[src/rtl/ray_dispatcher.sv]
// ray_dispatcher: FIFO-buffered ray dispatch from one generator to UNITS ray units.
// Optional RAY_DISPATCHER_STATS_EN adds the rayCount/stallCount outputs.
module ray_dispatcher #(
    parameter int POSITION_WIDTH = 16,
    parameter int ADDRESS_WIDTH  = 32,
    parameter int UNITS          = 4,
    parameter int DEPTH          = 4,
    parameter int ROUND_ROBIN    = 1
) (
    input  logic                        clock,
    input  logic                        reset,
    input  logic                        flush,
    input  logic                        rayStart,
    input  logic [3*POSITION_WIDTH-1:0] rayV,
    input  logic [ADDRESS_WIDTH-1:0]    rayAddress,
    output logic                        rayReady,
    output logic                        rayBusy,
    input  logic                        genBusy,
    output logic [UNITS-1:0]            unitStart,
    output logic [3*POSITION_WIDTH-1:0] unitRayV,
    output logic [ADDRESS_WIDTH-1:0]    unitAddress,
    input  logic [UNITS-1:0]            unitReady,
    input  logic [UNITS-1:0]            unitBusy,
    output logic                        frameDone,
    output logic                        idle
`ifdef RAY_DISPATCHER_STATS_EN
    ,
    output logic [31:0]                 rayCount,
    output logic [31:0]                 stallCount
`endif
);

    localparam int DW = 3 * POSITION_WIDTH + ADDRESS_WIDTH;
    localparam int PW = (DEPTH > 1) ? $clog2(DEPTH) : 1;
    localparam int IW = (UNITS > 1) ? $clog2(UNITS) : 1;

    logic [DW-1:0]    mem [DEPTH];
    logic [PW-1:0]    wr_ptr;
    logic [PW-1:0]    rd_ptr;
    logic [PW:0]      count;
    logic [IW-1:0]    rr_ptr;
    logic [IW-1:0]    grant_idx;
    logic [UNITS-1:0] eligible;
    logic [UNITS-1:0] grant;
    logic             found;
    logic             empty;
    logic             full;
    logic             push;
    logic             pop;
    logic             prev_idle;
    logic             frame_q;

    // Index k positions after base, wrapping modulo UNITS.
    function automatic logic [IW-1:0] rr_idx(input logic [IW-1:0] base, input int k);
        return IW'((int'(base) + k) % UNITS);
    endfunction

    assign empty    = (count == '0);
    assign full     = (count == (PW+1)'(DEPTH));
    assign rayReady = !full;
    assign rayBusy  = !empty || (unitBusy != '0);
    assign idle     = !genBusy && empty && (unitBusy == '0) && (unitStart == '0);
    assign frameDone = frame_q;

    // unitStart doubles as lastGrant: it masks the unit that is being started now.
    assign eligible = unitReady & ~unitBusy & ~unitStart;
    assign push     = rayStart && !full && !flush;
    assign pop      = !empty && (eligible != '0) && !flush;

    // Grant select: rotating priority after rr_ptr, or lowest index first.
    always_comb begin
        found     = 1'b0;
        grant_idx = '0;
        if (ROUND_ROBIN != 0) begin
            for (int k = 1; k <= UNITS; k++) begin
                if (!found && eligible[rr_idx(rr_ptr, k)]) begin
                    found     = 1'b1;
                    grant_idx = rr_idx(rr_ptr, k);
                end
            end
        end else begin
            for (int k = 0; k < UNITS; k++) begin
                if (!found && eligible[k]) begin
                    found     = 1'b1;
                    grant_idx = IW'(k);
                end
            end
        end
        grant = found ? (UNITS'(1) << grant_idx) : '0;
    end

    // Ray storage; contents are don't-care until written.
    always_ff @(posedge clock) begin
        if (push) begin
            mem[wr_ptr] <= {rayV, rayAddress};
        end
    end

    // FIFO pointers and occupancy.
    always_ff @(posedge clock or posedge reset) begin
        if (reset) begin
            wr_ptr <= '0;
            rd_ptr <= '0;
            count  <= '0;
        end else if (flush) begin
            wr_ptr <= '0;
            rd_ptr <= '0;
            count  <= '0;
        end else begin
            if (push) wr_ptr <= wr_ptr + 1'b1;
            if (pop)  rd_ptr <= rd_ptr + 1'b1;
            unique case ({push, pop})
                2'b10:   count <= count + 1'b1;
                2'b01:   count <= count - 1'b1;
                default: count <= count;
            endcase
        end
    end

    // Dispatch register: start pulse, broadcast payload, rotating pointer.
    always_ff @(posedge clock or posedge reset) begin
        if (reset) begin
            unitStart   <= '0;
            unitRayV    <= '0;
            unitAddress <= '0;
            rr_ptr      <= IW'(UNITS - 1);
        end else if (flush) begin
            unitStart <= '0;
            rr_ptr    <= IW'(UNITS - 1);
        end else begin
            unitStart <= pop ? grant : '0;
            if (pop) begin
                {unitRayV, unitAddress} <= mem[rd_ptr];
                rr_ptr                  <= grant_idx;
            end
        end
    end

    // Frame completion: registered rising edge of idle; flush re-arms silently.
    always_ff @(posedge clock or posedge reset) begin
        if (reset) begin
            prev_idle <= 1'b1;
            frame_q   <= 1'b0;
        end else if (flush) begin
            prev_idle <= 1'b1;
            frame_q   <= 1'b0;
        end else begin
            prev_idle <= idle;
            frame_q   <= idle && !prev_idle;
        end
    end

`ifdef RAY_DISPATCHER_STATS_EN
    // Saturating dispatch and full-stall counters, cleared after each frame.
    always_ff @(posedge clock or posedge reset) begin
        if (reset) begin
            rayCount   <= '0;
            stallCount <= '0;
        end else if (flush || frame_q) begin
            rayCount   <= '0;
            stallCount <= '0;
        end else begin
            if (pop && rayCount != '1) rayCount <= rayCount + 1'b1;
            if (rayStart && full && stallCount != '1) stallCount <= stallCount + 1'b1;
        end
    end
`endif

endmodule

[config.mk]
export PLATFORM = sky130hd
export DESIGN_NAME = ray_dispatcher
export DESIGN_NICKNAME = d
export VERILOG_FILES = /design/src/rtl/ray_dispatcher.sv
export SDC_FILE = /design/constraint.sdc
export NUM_CORES = 1
export LEC_CHECK = 0
export CAP_MARGIN = 30
export CELL_PAD_IN_SITES_DETAIL_PLACEMENT = 2
export CELL_PAD_IN_SITES_GLOBAL_PLACEMENT = 2
export CORE_ASPECT_RATIO = 1.75
export CORE_MARGIN = 1.5
export CORE_UTILIZATION = 45
export CTS_BUF_LIST = sky130_fd_sc_hd__clkbuf_8
export CTS_CLUSTER_DIAMETER = 60
export DETAILED_ROUTE_END_ITERATION = 10
export GPL_TIMING_DRIVEN = 0
export HOLD_SLACK_MARGIN = 0.1
export PLACE_DENSITY_LB_ADDON = 0.1
export SLEW_MARGIN = 40
export SYNTH_ARGS = -nofsm -noshare
export SYNTH_HDL_FRONTEND = slang
export SYNTH_SLANG_ARGS = --single-unit
[constraint.sdc]
create_clock -name clock -period 3.85 [get_ports clock]
set_clock_uncertainty 0.05 [all_clocks]
set_input_delay 0.385 -clock clock [delete_from_list [all_inputs] [get_ports clock]]
set_output_delay 0.385 -clock clock [all_outputs]
set_load 0.05 [all_outputs]
After elaboration in Yosys (flattened, before gate mapping)
Memory sizes are Yosys's and may differ from the RTL's. A register that Yosys moved wholly into a read port is not among the register bits.
Index checks and enable logic that the tools add are counted.
Cells by class
  shift operators: 1
  $lt $le $gt $ge: 4
  multiplexer cells: 31
  add/sub/neg operators: 8
  equal/unequal tests: 3
  reduce and logical (&&, ||, !) cells: 29
  bitwise logic cells: 5
Operators by type and width (number)
  2-bit two-way mux: 10
  2-bit by 3-bit < comparator with 1-bit output (second input constant): 4
  1-bit two-way mux: 12
  4-bit two-way mux: 3
  1-bit logical AND: 11
  2-bit by 1-bit adder with 2-bit output (second input constant): 4
  4-bit bitwise AND: 2
  1-bit binary-select mux with 2-bit select: 4
  1-bit zero test: 8
  4-bit zero test: 2
  4-bit NOT: 2
  4-bit nonzero test: 2
  3-bit one-hot mux with 2 select lines: 1
  2-bit adder (second input constant): 2
  2-bit nonzero test: 2
  1-bit by 2-bit << shifter with 4-bit output (first input constant): 1
  3-bit by 1-bit adder with 3-bit output (second input constant): 1
  3-bit equality test (second input constant): 1
  3-bit zero test: 1
  3-bit two-way mux: 1
  3-bit nonzero test: 1
  3-bit by 1-bit subtractor with 3-bit output (second input constant): 1
  2-bit by 1-bit equality test with 1-bit output (second input constant): 1
  2-bit equality test (second input constant): 1
  other kinds (3): 3
Storage, ports and cells
  word-level logic and storage cells: 89
  bits in registers: 15
  memories kept: 1
  bits of input ports: 93
  output and inout bits: 88
  RAM bits: 320
Memory list
  mem: depth 4, bits a word 80, read ports 1, clocked after memory_dff 1, write ports 1, line 37  | logic [DW-1:0] mem [DEPTH];

Longest topological paths before layout
Gate-level depths: netlist of the first run.
  depth in word-level cells: 19
  mapped depth: 10
  depth with buffers taken out: 9

Worst setup path after synthesis of the first run
No wires, ideal clock.
  path type: register to register
  from: register count[2]
  to: memory mem[0][0] in the netlist's numbering, enable pin
  data arrival time: 3.447 ns
  required time: 3.353 ns
  slack: -0.095 ns
  stages on the path, launching flop included: 6
  period minus slack after synthesis: 3.945 ns
  cells stage by stage: dfrtp_1 > or3b_1 > clkbuf_1 > nand2_1 > nor2_1 > and2_1
On the way
  cells in the longest elaborated chain, start to end: 6
RTL lines
  from (decl): line 40  | logic [PW:0] count;
  from (signal assigned): line 113  | 2'b10: count <= count + 1'b1;
  from (signal assigned): line 114  | 2'b01: count <= count - 1'b1;
  from (signal assigned): line 115  | default: count <= count;
  3-bit equality test: line 59  | assign full = (count == (PW+1)'(DEPTH));
  1-bit zero test
  named net rayReady: line 16  | output logic rayReady,
  1-bit logical AND (2 in a row): line 67  | assign push = rayStart && !full && !flush;
  1-bit two-way mux: line 94  | if (push) begin
  1-bit two-way mux (not written as such): line 95  | mem[wr_ptr] <= {rayV, rayAddress};
  to (decl): line 37
The timed path passes the listed nets, and every way through them passes these cells.

Worst setup path in the final report of the first run
  from: register count[1]
  to: output port idle
On the way
  cells in the longest elaborated chain, start to end: 4
RTL lines
  3-bit zero test: line 58  | assign empty = (count == '0);
  1-bit logical AND (3 in a row): line 62  | assign idle = !genBusy && empty && (unitBusy == '0) && (unitStart == '0);
  to (decl): line 25  | output logic idle
No other way between the ends.

==> flow_summary.toml, run 1 <==
[pwr]
combPwrFrac_pct = 35.0
max-vdd-ir-drop_v = 0.000435
p_int_mw = 9.79
sw_frac_of_total_pct = 33.8
cellPowerDensity_nw_per_um2 = 747
p_switching_mw = 5.00
clock_power_share_pct = 24.9
power_leakage_nw = 6.93
sequentialPowerShare_pct = 40.1

[critical_path]
cp-endpoint = "idle"
path_common_cell = "nor3_1"
rrSetupSlack_ns = 0.93
worst_r2r_path_depth = 10
r2r_end = "count[2]"
start_kind = "flip-flop"
crit_fanout = 7
crit_path_start = "count[1]"
worstPathBufferInverterCount = 1
path_class = "reg -> out"
crit_path_top_delay_cell = "clkdlybuf4s50_1"
cp_cell_sequence = "nor3_1 -> nand2_1 -> nor3_1 -> clkdlybuf4s50_1"
endpoint_kind = "output pin"
arrival_ns = 2.84
cp.depth = 4
crit_family = "simple AND/OR/NAND/NOR gates"
critPathMaxStageDelay_ns = 0.87
r2r_start = "count[1]"
crit_required_ns = 3.41

[synthesis]
synth-main-ff-cell = "edfxtp_1"
synth_area_um2 = 15900
yosys-mux-area-fraction_pct = 18.9
yosys_warnings = 0
synth_compound_area_share_pct = 1.06
ys_types = 47
syn_avg_cell_area_um2 = 22.7
seq_area_frac_synth_pct = 75.3
synthXorXnorAreaFrac_pct = 0.165
async_flop_share_pct = 22.9
synth_top_family_by_area = "multiplexers"
ys_ff_latch = 415
synth_edf_count = 320
yosys.area_share.adder_pct = 0.440
synthSimpleGateAreaFrac_pct = 2.29
syn_nets = 798
synth_cells = 700

[floorplan]
rows = 91
io-pin-count = 181
core_um2 = 35100
die_y_um = 252
start_util_pct = 45.4
die_x_um = 145
die-area_um2 = 36600

[detailed_routing]
drt_iter0_drc = 297
postRouteAntennaNets = 0
viasPerCell = 5.26
routedWlPerCell_um = 25.4
vias = 7732
wirelength_mm = 37.3
drc = 0
drt_first_pass_iters = 4

[grt]
grt_pass1_wl_mm = 57.4
grt_max_degree = 53
antenna_found_initial = 3
grt_pass1_vias = 9298
grt_usage_pct = 21.0
overflow = 0

[sta]
setup_tns_ns = 0
hold_violations = 0
clock.fmax_mhz = 305
worst_pin_slew_ns = 0.772
slew_violations = 0
relSlewSlack_pct = 48.5
finalSetupViolations = 0
period_share_pct = 85.0
layout_min_cycle_time_ns = 3.27
rsz0062_at_grt = "no"
hold_ws_ns = 0.128

[finish]
drive_above_1_share_pct = 29.2
postLayoutCoreUtil_pct = 56.4
mostFrequentLayoutCells = "edfxtp_1, clkdlybuf4s50_1, dfrtp_1"
final_cells = 1469
final_nets = 1048
final_common_cell = "edfxtp_1"
areaGrowthSynthToFinish_pct = 24.3

[clock_network]
tritoncts = "done"
cts_hold_buf = 0
cts_made_buffers = 60
postCtsSetupBuffers = 0
insertion_delay_ns = 0.61
cts.htree.levels = 2
cts_buffer_depth = 3
clock_sinks = 415
cts-resized-gates = 0
path_clk_slew_ns = 0.07
cts_root_buffer = "clkbuf_8"

[place]
hpwlAfterDp_mm = 24.6
gp_congestion = 0.761
port_buffers = 179
place_inst = 1353

[run_status]
run_status = "finished, final reports clean"

[worst_hold_path]
min_path_type = "in -> async"

[flow_run]
cap_violations = 0
-- through the flow --
stage                     area (um^2)  setup WS, ns  power (mW)
final                           19800         0.576        14.8
after floorplan                 15900         0.788        9.49
after global placement          18300         -1.52        11.0
after detailed placement        18500         0.588        11.2
after global routing            19800         0.342        15.4
after CTS                       19800         0.502        15.0
-- synth_stat cells, types with 5 or more instances --
| master | instances | area [um^2] |
|---|---|---|
| dfrtp_1 | 92 | 2300 |
| clkbuf_1 | 14 | 52.6 |
| edfxtp_1 | 320 | 9610 |
| and2_1 | 6 | 37.5 |
| mux4_2 | 80 | 1800 |
| a21oi_1 | 5 | 25.0 |
| nand2_1 | 6 | 22.5 |
| nor3b_1 | 6 | 45.0 |
| nor3_1 | 7 | 35.0 |
| buf_12 | 8 | 160 |
| nor2_1 | 7 | 26.3 |
| buf_2 | 9 | 45.0 |
| mux2_4 | 80 | 1200 |
-- logic make-up (layout without fill, tap and decap cells) --
group                    Yosys count  count (layout)
flip-flops                       415             415
other                              0               2
adder cells (fa/ha/maj)            5               5
buffers and inverters             36             338
multiplexers                     161             161
AO/OA/AOI/OAI                     23              23
XOR/XNOR                           3               3
AND/OR/NAND/NOR                   57              57
-- power by group through the flow --
stage	clock network [mW]	registers (mW)	logic [mW]
3_5_place_dp	0	6.02	5.23
2_1_floorplan	0	7.42	2.07
6_report	3.68	5.93	5.17
4_1_cts	3.79	5.94	5.26
5_1_grt	3.95	5.99	5.43
3_3_place_gp	0	5.96	5.05
-- routing by layer --
layer | global-route usage (%) | share of wire, % | vias up
met1 | 23.4 | 37 | 4130
met5 | 0 | 0 | -
met4 | 6.24 | 1.9 | 0
li1 | - | - | 3356
met3 | 4.34 | 4.6 | 58
met2 | 40.1 | 56 | 188
-- how the worst min path moves through the flow --
| stage | to | slack, ns |
|---|---|---|
| finish | unitRayV[4] | 0.13 |
| floorplan | mem[0][0] | 0.43 |
| detailed placement | unitRayV[38] | 0.45 |
| global route | unitRayV[4] | 0.13 |
| global placement | unitAddress[9] | 0.44 |
| CTS | unitRayV[4] | 0.13 |
-- cell type report --
type                       instances  area (um^2)
multi-input combinational        249         3650
tap                              465          582
clock buffer                      73         1000
clock inverter                    41          287
timing repair buffer             188         1980
buffer                            32          269
sequential                       415        12000
fill                            2998        15300
antenna                            2         5.00
inverter                           4         22.5
-- sequential cells by signal, indices dropped and copies added, names as in the netlist --
signal	count
rd_ptr	2
frameDone	1
unitStart	4
wr_ptr	2
mem	320
unitAddress	32
count	3
unitRayV	48
prev_idle	1
rr_ptr	2
Note: power is estimated with default switching activity, not from simulation.
==> run 2: changes to the inputs <==
--- a/config.mk
+++ b/config.mk
@@ -17,6 +17,7 @@
 export GPL_TIMING_DRIVEN = 0
 export HOLD_SLACK_MARGIN = 0.1
 export PLACE_DENSITY_LB_ADDON = 0.1
+export SKIP_CTS_REPAIR_TIMING = 1
 export SLEW_MARGIN = 40
 export SYNTH_ARGS = -nofsm -noshare
 export SYNTH_HDL_FRONTEND = slang
==> constraint.sdc (replaced) <==
create_clock -name clock -period 3.85 [get_ports clock]
set_clock_uncertainty 0.05 [all_clocks]
set_input_delay 1.155 -clock clock [delete_from_list [all_inputs] [get_ports clock]]
set_output_delay 1.155 -clock clock [all_outputs]
set_load 0.05 [all_outputs]
==> flow_summary.toml, run 2 (synthesized netlist as in run 1, its figures left out) <==
[run_status]
run_status = "finished, final reports clean"

[sta]
clock.fmax_mhz = 270
rsz0062_at_grt = "no"
hold_violations = 0
period_share_pct = 96.3
slew_violations = 0
layout_min_cycle_time_ns = 3.71
finalSetupViolations = 0
relSlewSlack_pct = 48.7
setup_tns_ns = 0
worst_pin_slew_ns = 0.769
setup_slack_ns = 0.141
hold_ws_ns = 0.465

[pwr]
sw_frac_of_total_pct = 34.6
max-vdd-ir-drop_v = 0.000485
p_int_mw = 9.41
p_switching_mw = 4.97
clock_power_share_pct = 22.5
power_leakage_nw = 6.91
cellPowerDensity_nw_per_um2 = 731
sequentialPowerShare_pct = 41.2
combPwrFrac_pct = 36.2

[clock_network]
insertion_delay_ns = 0.60
tritoncts = "done"
cts.htree.levels = 2
path_clk_slew_ns = 0.06
cts_made_buffers = 59
clock_sinks = 415
cts_buffer_depth = 3
cts_root_buffer = "clkbuf_8"

[floorplan]
die_x_um = 145
die-area_um2 = 36600
core_um2 = 35100
io-pin-count = 181
start_util_pct = 45.4
die_y_um = 252
rows = 91

[critical_path]
path_class = "in -> out"
crit_fanout = 3
crit_required_ns = 2.64
r2r_end = "count[2]"
endpoint_kind = "output pin"
r2r_start = "count[0]"
worst_r2r_path_depth = 10
rrSetupSlack_ns = 0.92
arrival_ns = 2.50
start_kind = "input port"

[grt]
grt_pass1_wl_mm = 58.5
antenna_found_initial = 1
grt_max_degree = 54
overflow = 0
grt_pass1_vias = 9293
grt_usage_pct = 21.4

[place]
hpwlAfterDp_mm = 24.8
place_ws_ns = -0.539
port_buffers = 179
placed_area_um2 = 18600
gp_congestion = 0.775

[finish]
top_register = "mem"
largest_reg_flops = 320
reg_top3 = "mem x320, unitRayV x48, unitAddress x32"
fillCellCount = 3014
drive_above_1_share_pct = 27.9
final_nets = 1049
areaGrowthSynthToFinish_pct = 23.7
final_area_um2 = 19700
mostFrequentLayoutCells = "edfxtp_1, clkdlybuf4s50_1, dfrtp_1"
final_common_cell = "edfxtp_1"

[worst_hold_path]
min_path_type = "reg -> reg"
hp-start = "unitRayV[44]"
hold_end = "unitRayV[44]"
holdPathStages = 1

[detailed_routing]
vias = 7739
postRouteAntennaNets = 0
routedWlPerCell_um = 25.8
drt_first_pass_iters = 5
viasPerCell = 5.27
drc = 0
wirelength_mm = 37.9
drt_iter0_drc = 378

[flow_run]
cap_violations = 0
-- run 2: area by class of cell --
cell class	count	area, um^2	share of cell area, %
well taps	465	582	2.95
repair buffers	190	2040	10.4
multi-input cells	249	3670	18.6
plain buffers	32	269	1.37
clock inverters	44	180	0.915
clock buffers	68	936	4.75
diodes	1	2.50	0.0127
inverters	4	22.5	0.114
flip-flops and latches	415	12000	60.9
-- run 2: through the flow --
stage	power [mW]	utilization, %	instances
floorplan	9.49	-	700
global placement	11.0	52.2	1344
detailed placement	11.3	52.9	1355
CTS	14.6	56.1	1467
global route	15.0	56.2	1468
finish	14.4	56.2	1468
-- run 2: layer usage --
metal	share of wire (%)	up-vias	track usage, %
met1	37	4106	24.3
met4	2.2	0	7.00
met2	56	215	40.2
met5	0	-	0
met3	4.9	59	4.23
li1	-	3359	-
-- run 2: worst max-delay path: stages --
cell	delay (ns)
clkdlybuf4s50_1	0.48
nor4_2	0.31
nand2_1	0.14
nor3_4	0.23
buf_6	0.18
-- run 2: worst max-delay path by stage --
stage	from	endpoint	slack, ns	depth (start not counted)
2_1_floorplan	unitBusy[0]	idle	0.08	3
3_3_place_gp	reset	unitRayV[14]	-2.18	2
3_5_place_dp	unitBusy[0]	idle	-0.54	5
4_1_cts	unitBusy[0]	idle	-0.55	5
5_1_grt	unitBusy[0]	idle	0.03	5
6_report	unitBusy[0]	idle	0.14	5
-- run 2: power by group through the flow --
stage	combinational [mW]	sequential (mW)	clock, mW
final	5.21	5.93	3.24
after global routing	5.46	6.00	3.52
after CTS	5.29	5.94	3.36
after detailed placement	5.26	6.02	0
after global placement	5.04	5.97	0
after floorplan	2.07	7.42	0
